==> config.mk <==
export PLATFORM = sky130hd
export DESIGN_NAME = prog_loader
export DESIGN_NICKNAME = d
export VERILOG_FILES = /design/src/rtl/prog_loader_pkg.sv /design/src/rtl/prog_loader.sv
export SDC_FILE = /design/constraint.sdc
export NUM_CORES = 1
export LEC_CHECK = 0
export CORE_ASPECT_RATIO = 1.2
export CORE_MARGIN = 10
export CORE_UTILIZATION = 54
export DETAILED_ROUTE_END_ITERATION = 8
export HOLD_SLACK_MARGIN = 0.02
export PLACE_DENSITY = 0.8
export SYNTH_ARGS = -nofsm -noshare
export SYNTH_HDL_FRONTEND = slang
export SYNTH_SLANG_ARGS = --single-unit
==> constraint.sdc <==
create_clock -name clk -period 2.3 [get_ports clk]
set_input_delay 0.46 -clock clk [delete_from_list [all_inputs] [get_ports clk]]
set_output_delay 0.46 -clock clk [all_outputs]
set_load 0.01 [all_outputs]
==> src/rtl/prog_loader_pkg.sv <==
// Shared definitions for the program/data loader.
//   - Default memory geometry (instruction word/address width, data address width)
//   - Command byte encodings that open a frame
//   - Loader state enumeration and the state a load frame finishes in
// Optional feature macro: LOADER_CSUM_EN adds a trailing checksum byte (CSUM state)
// to every IMEM/DMEM frame.
package prog_loader_pkg;

    localparam int PL_IW = 9;   // instruction word width
    localparam int PL_IA = 12;  // instruction address width
    localparam int PL_DA = 8;   // data memory address width

    localparam logic [7:0] CMD_IMEM = 8'h01;
    localparam logic [7:0] CMD_DMEM = 8'h02;
    localparam logic [7:0] CMD_RUN  = 8'h03;

    typedef enum logic [3:0] {
        IDLE,
        I_AH,
        I_AL,
        I_CH,
        I_CL,
        I_WH,
        I_WL,
        D_A,
        D_C,
        D_W,
`ifdef LOADER_CSUM_EN
        CSUM,
`endif
        RUN
    } state_t;

    // Where a load frame goes once its last word has been written.
`ifdef LOADER_CSUM_EN
    localparam state_t FRAME_END = CSUM;
`else
    localparam state_t FRAME_END = IDLE;
`endif

endpackage

==> src/rtl/prog_loader.sv <==
// Byte-stream program/data loader: the writer side of the core's instruction and
// data memories, plus the core run/done handshake.
//
// Ports:
//   clk, reset         system clock, asynchronous active-low reset
//   in_valid/in_data   incoming command/payload byte stream
//   in_ready           byte accepted when in_valid & in_ready (low only while running)
//   imem_we/addr/wdata instruction memory write port, one-cycle strobe per word
//   dmem_we/addr/wdata data memory write port, one-cycle strobe per byte
//   core_done          core finished; returns the loader to IDLE
//   core_run           core released and executing
//   busy               a frame is in progress
//   err                sticky error (unknown command, or checksum mismatch)
//
// Frames: 01 ah al ch cl {hi lo}*N  -> N = c+1 instruction words at a, a+1, ...
//         02 a c {d}*N              -> N = c+1 data bytes at a, a+1, ...
//         03                        -> run the core until core_done
// Optional feature macro: LOADER_CSUM_EN appends one checksum byte to each
// IMEM/DMEM frame (mod-256 sum of every byte after the command byte).
module prog_loader
    import prog_loader_pkg::*;
#(
    parameter int IW = PL_IW,
    parameter int IA = PL_IA,
    parameter int DA = PL_DA
) (
    input  logic          clk,
    input  logic          reset,
    input  logic          in_valid,
    input  logic [7:0]    in_data,
    output logic          in_ready,
    output logic          imem_we,
    output logic [IA-1:0] imem_addr,
    output logic [IW-1:0] imem_wdata,
    output logic          dmem_we,
    output logic [DA-1:0] dmem_addr,
    output logic [7:0]    dmem_wdata,
    input  logic          core_done,
    output logic          core_run,
    output logic          busy,
    output logic          err
);

    state_t        state;
    logic [IA-1:0] addr;   // next write address (dmem uses the low DA bits)
    logic [IA-1:0] cnt;    // words remaining after the current one
    logic [IW-9:0] whi;    // upper instruction bits captured from the hi byte
    logic          take;

    assign take = in_valid & in_ready;
    assign busy = (state != IDLE) && (state != RUN);

`ifdef LOADER_CSUM_EN
    logic [7:0] csum;

    // Restarts on the command byte, then sums header and payload bytes.
    always_ff @(posedge clk or negedge reset) begin
        if (!reset) begin
            csum <= '0;
        end else if (take) begin
            csum <= (state == IDLE) ? 8'h00 : csum + in_data;
        end
    end
`endif

    always_ff @(posedge clk or negedge reset) begin
        if (!reset) begin
            // NOTE: in_ready is a register rather than a decode of state, so it
            // reads 0 while reset is held and rises on the first clock after release.
            state      <= IDLE;
            in_ready   <= 1'b0;
            core_run   <= 1'b0;
            err        <= 1'b0;
            imem_we    <= 1'b0;
            imem_addr  <= '0;
            imem_wdata <= '0;
            dmem_we    <= 1'b0;
            dmem_addr  <= '0;
            dmem_wdata <= '0;
            addr       <= '0;
            cnt        <= '0;
            whi        <= '0;
        end else begin
            // NOTE: these defaults are non-blocking, so a branch below that assigns
            // the same signal simply wins; strobes therefore last exactly one cycle.
            imem_we  <= 1'b0;
            dmem_we  <= 1'b0;
            in_ready <= 1'b1;

            case (state)
                IDLE: begin
                    if (take) begin
                        case (in_data)
                            CMD_IMEM: state <= I_AH;
                            CMD_DMEM: state <= D_A;
                            CMD_RUN: begin
                                state    <= RUN;
                                core_run <= 1'b1;
                                in_ready <= 1'b0;
                            end
                            default:  err <= 1'b1;
                        endcase
                    end
                end

                I_AH: if (take) begin
                    addr[IA-1:8] <= in_data[IA-9:0];
                    state        <= I_AL;
                end
                I_AL: if (take) begin
                    addr[7:0] <= in_data;
                    state     <= I_CH;
                end
                I_CH: if (take) begin
                    cnt[IA-1:8] <= in_data[IA-9:0];
                    state       <= I_CL;
                end
                I_CL: if (take) begin
                    cnt[7:0] <= in_data;
                    state    <= I_WH;
                end
                I_WH: if (take) begin
                    whi   <= in_data[IW-9:0];
                    state <= I_WL;
                end
                I_WL: if (take) begin
                    imem_we    <= 1'b1;
                    imem_addr  <= addr;
                    imem_wdata <= {whi, in_data};
                    addr       <= addr + IA'(1);
                    cnt        <= cnt - IA'(1);
                    state      <= (cnt == '0) ? FRAME_END : I_WH;
                end

                D_A: if (take) begin
                    addr  <= IA'(in_data);
                    state <= D_C;
                end
                D_C: if (take) begin
                    cnt   <= IA'(in_data);
                    state <= D_W;
                end
                D_W: if (take) begin
                    dmem_we    <= 1'b1;
                    dmem_addr  <= addr[DA-1:0];
                    dmem_wdata <= in_data;
                    // Carry out of the low DA bits is never observed, giving the wrap.
                    addr       <= addr + IA'(1);
                    cnt        <= cnt - IA'(1);
                    state      <= (cnt == '0) ? FRAME_END : D_W;
                end

`ifdef LOADER_CSUM_EN
                CSUM: if (take) begin
                    if (in_data != csum) err <= 1'b1;
                    state <= IDLE;
                end
`endif

                RUN: begin
                    if (core_done) begin
                        core_run <= 1'b0;
                        state    <= IDLE;
                    end else begin
                        in_ready <= 1'b0;
                    end
                end

                default: state <= IDLE;
            endcase
        end
    end

endmodule

Word-level counts from Yosys, hierarchy flattened --
Index checks and enable logic that the tools add are counted.
Operators by class: reductions and logical operators 21, equality and inequality tests 28, bitwise gates (word level) 2, add/sub/neg operators 2, multiplexer cells 35
Operator list (number):
- $mux 4 | 13
- $pmux 8 s3 | 2
- $pmux 4 s11 | 1
- $mux 12 | 3
- $pmux 4 s3 | 3
- $ne 2x2->1 const B | 11
- $reduce_and 4->1 | 5
- $eq 4x3->1 const B | 4
- $eq 8x2->1 const B | 2
- $add 12x1->12 const B | 1
- $eq 4x4->1 const B | 3
- $logic_not 12->1 | 1
- $reduce_and 12->1 | 1
- $reduce_bool 3->1 | 4
- $sub 12x1->12 const B | 1
- $mux 1 | 9
- $eq 4x2->1 const B | 2
- $eq 8x1->1 const B | 1
- $mux 8 | 1
- $reduce_and 2->1 | 3
- $eq 4x1->1 const B | 1
- $logic_not 4->1 | 1
- $ne 2x1->1 const B | 2
- $ne 4x1->1 const B | 1
- 11 further kinds | 12
Storage, ports and cells: register bits 71, logic and storage cells 103

Longest topological paths before layout --
depth after elaboration 4, depth in mapped cells 7

Worst setup path before layout --
Ideal clock, no wire load.
kind input -> register, start input port in_data[3], end register state[0], data required time 2.175 ns, slack 0.507 ns, stages on the path 4, arrival time 1.668 ns, cells stage by stage nor4_1 -> a31oi_2 -> a211oi_4 -> mux2_2
On the way: cells in the longest elaborated chain, start to end 4
Ends and longest elaborated chain:
- start: declaration | line prog_loader.sv:30 | input logic [7:0] in_data,
- $eq 8x2->1 / $eq 8x1->1 (equally long branches) | line prog_loader.sv:93 | case (in_data)
- $pmux 4 s3 | line prog_loader.sv:93
- $mux 4 | line prog_loader.sv:92 | if (take) begin
- $pmux 4 s11 | line prog_loader.sv:90 | case (state)
- end signal: assignment | line prog_loader.sv:132 | state <= (cnt == '0) ? FRAME_END : I_WH;
- end signal: assignment | line prog_loader.sv:150 | state <= (cnt == '0) ? FRAME_END : D_W;
- end: declaration | line prog_loader.sv:44 | state_t state;
Several ways; a longest one is shown, not always the timed one. The select of a mux whose other input is x is not followed. A chain may end at the register's enable or synchronous reset.

Final worst setup path --
Same ends and word-level chain as after synthesis.

==> impl_metrics.toml <==
[flow_run]
drv_cap = 0

[synthesis]
yosys_warnings = 0
synth_ff_type = "dfrtp_1"
synth_edf_count = 0
synth_nets = 346
ys_seq_elements = 71
syn-cell-area_mm2 = 0.003562
synthArstFlopShare_pct = 100.0
syn_area_per_cell_um2 = 10.76
yosysSeqAreaShare_pct = 49.88
synthDistinctLibCells = 61
netlist_instances = 331

[finish]
area_growth_pct = 28.13
diodes = 0
drive_gt1_share_pct = 22.20
fillers = 453
fin_cells = 495
fin_nets = 421

[sta]
final.min_clock_period_ns = 2.034
max_freq_mhz = 491.6
rsz0062_at_grt = "false"
slew_headroom_pct = 64.05
drv_slew = 0
final-hold-violation-count = 0
period_share_pct = 88.44
setup-violations-final = 0
tightestPinTransition_ns = 0.5379
skew_ns = 0.008440

[critical_path]
cp-start-kind = "primary input"
cp-startpoint = "in_data[3]"
ff2ff_setup_slack_ns = 0.35
crit_type = "primary input to register"
r2r-start = "cnt[7]"
cp-end-kind = "register"
critical_path_arrival_ns = 2.26
cp.required_ns = 2.53
crit_path_max_fanout = 5
r2r_end = "state[0]"
rr_worst_depth = 5
cp-endpoint = "state[0]"

[floorplan]
num_rows = 32
die_w_um = 94.14
die_area_mm2 = 0.01026
pin_count = 55
start_util_pct = 55.61
core_mm2 = 0.006406
fp.dieH_um = 109.0

[clock_tree]
clk_pin_slew_worst_paths_ns = 0.08
cts_tree = "done"
clk_latency_ns = 0.35
numCtsBuffers = 9
cts_buffer_depth = 2
clock-sinks = 71
root_buffer = "clkbuf_8"
htree_levels = 3

[drt]
drt-initial-drc-count = 297
drc = 0
detail_route.vias_per_cell = 5.879
drt_wl_total_um = 9124
vias = 2910
ant_nets = 0
firstDrtPassIters = 5
wl_per_cell_um = 18.43

[place]
dp_cells = 475
post-dp-hpwl_um = 6480
io_buffers = 54
gp_congestion = 0.9064

[global_routing]
grt.total_usage_pct = 18.13
antenna_found_initial = 0
grt.overflow.total = 0
grt_pass1_vias = 2946
grt_max_degree = 72
grt_pass1_wl_um = 14750

[worst_hold_path]
holdCritPathClass = "primary input to async pin"

[pwr]
power.density_mw_per_mm2 = 1323
power_uw = 6040
leakage_uw = 0.001992
irDropWorstVdd_v = 0.0008778

[status]
outcome = "completed"
==> worst max-delay path, stage by stage <==
cell             delay [ns]
clkdlybuf4s50_1        0.43
nor4_1                 0.35
buf_4                  0.19
a31oi_2                0.12
a211oi_4               0.33
mux2_2                 0.38
==> metal layers <==
layer	GRT usage [%]	vias to the layer above	share of wire, %
met5	0	-	0
met4	6.848	0	2.0
met3	5.708	14	7.9
met2	29.13	109	48
met1	22.26	1428	42
li1	-	1359	-
==> how the worst min path moves through the flow <==
stage | start | endpoint | slack [ns] | cells past startpoint
2_1_floorplan | reset | addr[0] | 0.16 | 0
3_3_place_gp | err | err | 0.44 | 1
3_5_place_dp | err | err | 0.45 | 1
4_1_cts | reset | imem_wdata[3] | 0.13 | 2
5_1_grt | reset | cnt[6] | 0.14 | 2
6_report | reset | cnt[6] | 0.12 | 2
==> final cells by class <==
type	instances	area, um^2	area share (%)
Clock buffer	10	137.6	3.015
Inverter	7	26.28	0.5757
Timing Repair Buffer	82	785.8	17.21
Sequential cell	71	1780	39.01
Multi-Input combinational cell	235	1672	36.62
Tap cell	85	106.4	2.330
Clock inverter	5	56.30	1.234
==> synth_stat cells, types with 3 or more instances <==
master	n	share of area [%]
a21o_1	4	0.84
a21oi_1	20	2.8
a22o_1	7	1.7
a31oi_1	6	1.1
buf_2	13	1.8
dfrtp_1	71	50
ha_1	3	1.1
inv_1	6	0.63
mux2_1	14	4.4
mux2_2	28	8.9
nand2_1	29	3.1
nand3_1	10	1.4
nor2_1	25	2.6
nor3_1	6	0.84
nor4_1	4	0.70
o21a_1	3	0.63
o21ai_0	14	2.0
o21ai_1	9	1.3
o32a_1	3	0.84
==> registers in the layout, indices dropped and copies added (netlist names), 4 cells and up <==
signal / cells
cnt: 12
imem_wdata: 9
dmem_wdata: 8
imem_addr: 12
state: 4
dmem_addr: 8
addr: 12
==> repair_timing <==
action,4_1_cts,5_1_grt
setup buffers,0,5
gates cloned,0,0
hold buffers,0,0
gates resized for setup,3,1
setup endpoints to repair,1,1
==> layout by cell type (no fill, tap or decap), types with 7 or more instances in the layout <==
| cell type | n |
|---|---|
| a21oi_1 | 20 |
| a22o_1 | 7 |
| buf_4 | 25 |
| clkbuf_8 | 10 |
| clkdlybuf4s50_1 | 52 |
| dfrtp_1 | 68 |
| mux2_1 | 14 |
| mux2_2 | 28 |
| nand2_1 | 29 |
| nand3_1 | 10 |
| nor2_1 | 25 |
| o21ai_0 | 14 |
| o21ai_1 | 9 |
==> stage by stage <==
step / instance area (um^2) / TNS (ns) / hold slack, ns / utilization (%) / setup slack, ns
floorplan: 3562 / 0 / 0.1644 / - / 0.5068
global placement: 4327 / 0 / 0.4445 / 67.54 / 0.006156
detailed placement: 4327 / -0.2132 / 0.4502 / 67.54 / -0.08485
CTS: 4524 / 0 / 0.1304 / 70.63 / 0.004972
global route: 4564 / 0 / 0.1425 / 71.25 / 0.1589
finish: 4564 / 0 / 0.1157 / 71.25 / 0.2659
==> power by group <==
part | internal [uW] | total [uW] | switching (uW)
Sequential | 1780 | 2250 | 471
Clock | 525 | 1010 | 483
Combinational | 1460 | 2790 | 1320
Total | 3760 | 6040 | 2280
==> logic make-up after synthesis <==
kind of cell / Yosys count / synth area share [%]
AND/OR/NAND/NOR: 99 / 15.03
AO/OA/AOI/OAI: 88 / 16.76
flip-flops: 71 / 49.88
multiplexers: 44 / 13.84
buffers and inverters: 25 / 3.196
adder cells (fa/ha/maj): 3 / 1.054
XOR/XNOR: 1 / 0.2459
Power figures use the tool's default switching activity.
